==> src/rtl/weight_loader.sv <==
// rtl/weight_loader.sv - streams weight bytes into a two-bank weight regfile
module weight_loader #(
  parameter int NUM_WEIGHTS = 50,
  parameter int BANK_SIZE   = 25,
  parameter int DATA_W      = 8,
  parameter int ADDR_W      = 6
) (
  input  logic              clk,
  input  logic              rst,
  input  logic              start,
  input  logic              s_valid,
  input  logic [DATA_W-1:0] s_data,
  output logic              s_ready,
  output logic              wr_en,
  output logic [ADDR_W-1:0] wr_addr,
  output logic [DATA_W-1:0] wr_data,
  input  logic              sel_toggle,
  output logic              weight_select,
  output logic [1:0]        kernel_ready,
  output logic              busy,
  output logic              done
);

  typedef enum logic [1:0] {
    IDLE = 2'd0,
    LOAD = 2'd1,
    DONE = 2'd2
  } state_t;

  localparam logic [ADDR_W-1:0] LAST_ADDR = ADDR_W'(NUM_WEIGHTS - 1);
  localparam logic [ADDR_W-1:0] BANK_LAST = ADDR_W'(BANK_SIZE - 1);

  state_t            state;
  logic [ADDR_W-1:0] cnt;
  logic              xfer;

  // Handshake outputs are pure state decodes, so they never glitch on inputs
  assign s_ready = (state == LOAD);
  assign busy    = s_ready;
  assign done    = (state == DONE);
  assign xfer    = s_valid && s_ready;

  // Sequencer: IDLE -> LOAD on start, LOAD -> DONE on the final byte, DONE -> IDLE
  always_ff @(posedge clk or posedge rst) begin
    if (rst) begin
      state <= IDLE;
      cnt   <= '0;
    end else begin
      case (state)
        IDLE: begin
          if (start) begin
            state <= LOAD;
            cnt   <= '0;
          end
        end
        LOAD: begin
          if (xfer) begin
            // cnt parks on the last address instead of wrapping
            if (cnt == LAST_ADDR) state <= DONE;
            else                  cnt   <= cnt + 1'b1;
          end
        end
        DONE:    state <= IDLE;
        default: state <= IDLE;
      endcase
    end
  end

  // Regfile write port: one registered write per accepted byte
  always_ff @(posedge clk or posedge rst) begin
    if (rst) begin
      wr_en   <= 1'b0;
      wr_addr <= '0;
      wr_data <= '0;
    end else begin
      wr_en <= xfer;
      if (xfer) begin
        wr_addr <= cnt;
        wr_data <= s_data;
      end
    end
  end

  // Bank-complete flags rise once the last write of each bank has landed
  always_ff @(posedge clk or posedge rst) begin
    if (rst) begin
      kernel_ready <= 2'b00;
    end else if (state == IDLE && start) begin
      kernel_ready <= 2'b00;
    end else if (wr_en) begin
      if (wr_addr == BANK_LAST) kernel_ready[0] <= 1'b1;
      if (wr_addr == LAST_ADDR) kernel_ready[1] <= 1'b1;
    end
  end

  // Consumer may only flip to the other bank once that bank is complete
  always_ff @(posedge clk or posedge rst) begin
    if (rst) begin
      weight_select <= 1'b0;
    end else if (sel_toggle && kernel_ready[~weight_select]) begin
      weight_select <= ~weight_select;
    end
  end

endmodule

==> config.mk <==
export PLATFORM = sky130hd
export DESIGN_NAME = weight_loader
export DESIGN_NICKNAME = d
export VERILOG_FILES = /design/src/rtl/weight_loader.sv
export SDC_FILE = /design/constraint.sdc
export NUM_CORES = 1
export LEC_CHECK = 0
export BUFFER_PORTS_ARGS = -buffer_cell sky130_fd_sc_hd__buf_2
export CAP_MARGIN = 20
export CORE_UTILIZATION = 35
export DETAILED_ROUTE_END_ITERATION = 16
export MAX_ROUTING_LAYER = met4
export REMOVE_ABC_BUFFERS = 1
export SYNTH_ARGS = -nofsm -noshare
export SYNTH_HDL_FRONTEND = slang
export SYNTH_SLANG_ARGS = --single-unit
==> constraint.sdc <==
create_clock -name clk -period 1.7 [get_ports clk]
set_input_delay 0.255 -clock clk [delete_from_list [all_inputs] [get_ports clk]]
set_output_delay 0.255 -clock clk [all_outputs]
set_load 0.01 [all_outputs]
==> results.txt <==
----------------------------------------------------
[Critical path]
  Critical Path Fanout Max ... 4
  Data arrival time of the worst path ... 1.85 ns
  Type of element launching the critical path ... flip-flop
  Beginning of the worst register-to-register path ... cnt[0]$_DFFE_PP0P_
  WP data required ... 1.92 ns
  Critical Path End Type ... flip-flop
  Path depth of the worst reg2reg path ... 4
  Slack of the worst reg-to-reg path ... 0.07 ns
  Setup CP Type ... reg2reg
  Launching element of the worst setup path ... cnt[0]$_DFFE_PP0P_

[Drt]
  DR DRC count ... 0
  Residual antenna-violating net count after detailed routing ... 0
  Number of design-rule violations left by the first detailed-router iteration ... 16
  Drt total wl ... around 2300 um
  Total number of vias ... 853
  Number of iterations in the first detailed-routing pass ... 4
  Detail-routed via count per cell ... 4.74
  Post-DR wirelength/cell ... between 10 and 15 um

[Clock network]
  CTS Sinks ... 26
  Cts bufs inserted ... 3
  Root buf cell ... clkbuf_4
  Max Root-Sink Buffers ... 2
  Clock latency on the worst-skew pair ... approximately 0.32 ns
  Clock-pin transition on the worst setup and hold timing paths ... ~0.15 ns
  TritonCTS clock tree ... yes
  Number of levels the H-tree was split into ... 1

[Floorplanning]
  # IOs ... 34
  Die outline area ... approximately 3500 um2
  Row Count ... 20
  Starting Density ... 37.0%
  Die extent in x ... slightly below 60 um
  Die outline height ... 59.0 um
  Floorplan Core Area ... about 3100 um2

[Layout]
  Seq. cell area ... around 650 um2
  Area overhead of the layout relative to synthesis ... 35.2%
  Combined area of the multi-input logic cells ... 479 um2
  N_diodes ... 0
  Proportion of layout cells with a drive suffix above 1 ... between 50% and 60%
  Final Net Count ... about 150
  Number of filler cells placed in the layout ... ~290

[Synthesis]
  Post-synthesis compound-gate area fraction ... 8.57%
  Number of library cell types mapped by synthesis ... 29
  Synthesized-area fraction occupied by adder cells ... between 2 and 2.5%
  Number of synthesis warnings ... 0
  Post-Syn Area per Cell ... 12.8 um2
  Sequential element share of the synthesized area ... between 50 and 60%
  Fraction of registers with async set/reset ... 100%
  Dominant combinational cell family by area after synthesis ... multiplexers
  Number of synthesized register bits ... 26
  Gate Count Post-Synth ... just under 90
  Count of flip-flops with a built-in enable after synthesis ... 0
  Portion of netlist area occupied by mux cells ... 17.7%
  Share of synthesized cell area in and, or, nand and nor gates ... 10.9%
  Synthesized-area fraction occupied by xor and xnor cells ... 0%
  Cell Area, Synth ... between 1000 and 1500 um2
  Commonest register cell after synthesis ... dfrtp_1

[Timing]
  Minimum clock period after layout ... roughly 1.6 ns
  Worst setup skew after layout ... 0.00777 ns
  Post-route fraction of the period consumed by the critical path ... a little over nine tenths
  Max Freq ... roughly 0.6 GHz
  Setup repair after global routing missed its margin ... no
  Transition time at the pin with the least slew margin ... about 0.50 ns
  Final count of negative-setup-slack endpoints ... 0
  Slack of the critical path ... 0.0731 ns
  Max-slew headroom at the worst pin ... roughly 66%
  Slew Viols, Final ... 0
  TNS Setup ... 0 ns
  Final count of hold timing violations ... 0

[Power]
  Static power due to leakage ... ~0.76 nW
  Power per standard cell area ... approximately 1200 nW/um2
  Worst vdd ir ... ~0.74 mV
  Power, Total ... approximately 1.9 mW

[Min path]
  Worst hold path stage count ... 2
  Class of the most critical hold timing path ... in2reg
  Worst hold start ... sel_toggle

[Status]
  Result of the run ... finished clean

[Placement]
  Worst slack at placement ... 0.0117 ns
  Count of port buffers added during placement ... 33
  Routability congestion estimate from global placement ... 0.800
  Sum of net half-perimeters after detailed placement ... between 1500 and 2000 um

[Global route]
  Global-route congestion overflow total ... 0
  Via count of the first global-routing pass ... around 840
  Total Routing Usage GR ... between 10% and 20%
  Global-route wire length before repair ... ~3800 um
  Antenna violations before repair ... 0
  Pin count of the biggest net entering global routing ... 27

[Run]
  Max Cap Viol ... 0

----------------------------------------------------
==> worst max-delay path, cell delays in order (launching register included) <==
cell	delay [ns]
dfrtp_1	0.41
ha_2	0.17
and4bb_2	0.25
a311oi_4	0.36
mux2_4	0.34
==> path summary, 6_finish.rpt <==
path                                        endpoint
max reg2reg                       cnt[0]$_DFFE_PP0P_
min in group asynchronous     wr_addr[5]$_DFFE_PP0P_
max                               cnt[0]$_DFFE_PP0P_
min reg2reg                weight_select$_DFFE_PP0P_
min                        weight_select$_DFFE_PP0P_
max in group asynchronous       state[1]$_DFFE_PP0P_
==> placed cells by master (no fill, tap or decap) <==
cell type      instances
nor4bb_1               1
nor3_1                 1
dlygate4sd3_1          1
mux2i_2                1
nand2_1                3
o21bai_1               1
dfrtp_2                1
a31oi_1                2
and4bb_2               1
a21oi_1                2
buf_2                 33
nand3_1                2
nor3b_1                1
nor2_1                 7
dfrtp_1               25
buf_12                 1
buf_4                 11
mux2_4                 2
a22o_1                 1
mux2_2                14
ha_2                   1
bufinv_16              1
nand2b_1               1
nor4_2                 1
clkbuf_4               3
o31ai_1                1
a211o_1                2
a41oi_1                1
inv_1                  6
ha_1                   1
or4_1                  1
nor2b_1                2
a32o_1                 1
a311oi_4               1
nor4b_1                1
mux2_1                 1
==> cell usage after synthesis (all sizes together) (2+ instances only) <==
library cell	count	area, um2
a211o	2	17.5
nand2	3	11.3
a31oi	2	12.5
nor2	7	26.3
buf	3	17.5
mux2	17	191
nand3	2	10.0
ha	2	25.0
a21oi	2	10.0
inv	6	22.5
nor2b	2	12.5
dfrtp	26	651
==> stage by stage <==
step	instance area [um2]	cells	util (%)	hold WS [ns]
final	1540	180	50.0	0.136
after global routing	1540	180	50.0	0.122
after CTS	1500	177	48.6	0.116
after detailed placement	1420	172	46.2	0.330
after global placement	1420	172	46.2	0.321
after floorplan	1120	86	-	0.295
==> final cells by class <==
class | instances | share of cell area [%]
multi-input combinational | 54 | 31.1
inverter | 6 | 1.46
timing repair buffer | 46 | 18.0
clock inverter | 1 | 1.95
tap | 44 | 3.58
clock buffer | 3 | 1.46
sequential | 26 | 42.4
==> report_power, final <==
group	internal, mW	total, mW	leakage, nW	switching [mW]
sequential	0.750	0.838	0.328	0.0879
combinational	0.327	0.605	0.406	0.278
clock	0.238	0.423	0.0279	0.185
==> logic make-up (layout without fill, tap and decap cells) <==
logic type / after synthesis / count (layout)
adder cells (fa/ha/maj): 2 / 2
flip-flops: 26 / 26
multiplexers: 18 / 18
AND/OR/NAND/NOR: 22 / 22
AO/OA/AOI/OAI: 12 / 12
buffers and inverters: 9 / 56
==> metal layers <==
| metal | vias to the layer above | wire length [um] | global-route usage (%) | share of wire (%) |
|---|---|---|---|---|
| met4 | 0 | 31 | 7.82 | 1.4 |
| met2 | 14 | 1110 | 23.9 | 49 |
| met5 | - | 0 | - | 0 |
| li1 | 411 | - | - | - |
| met1 | 426 | 1060 | 18.4 | 47 |
| met3 | 2 | 53 | 3.49 | 2.3 |
==> state kept, by name (all words and copies together) (netlist names) <==
signal         cells
kernel_ready       2
wr_en              1
state              2
weight_select      1
wr_data            8
wr_addr            6
cnt                6
==> what timing repair did <==
| item | CTS | global route |
|---|---|---|
| hold buffers | 1 | 0 |
| pin swaps | 0 | 1 |
| resized for setup | 1 | 6 |
| setup endpoints to repair | 2 | 20 |
| endpoints found under the hold margin | 26 | 0 |
| setup buffers | 0 | 3 |
No activity file was read; power rests on OpenSTA's default activity.
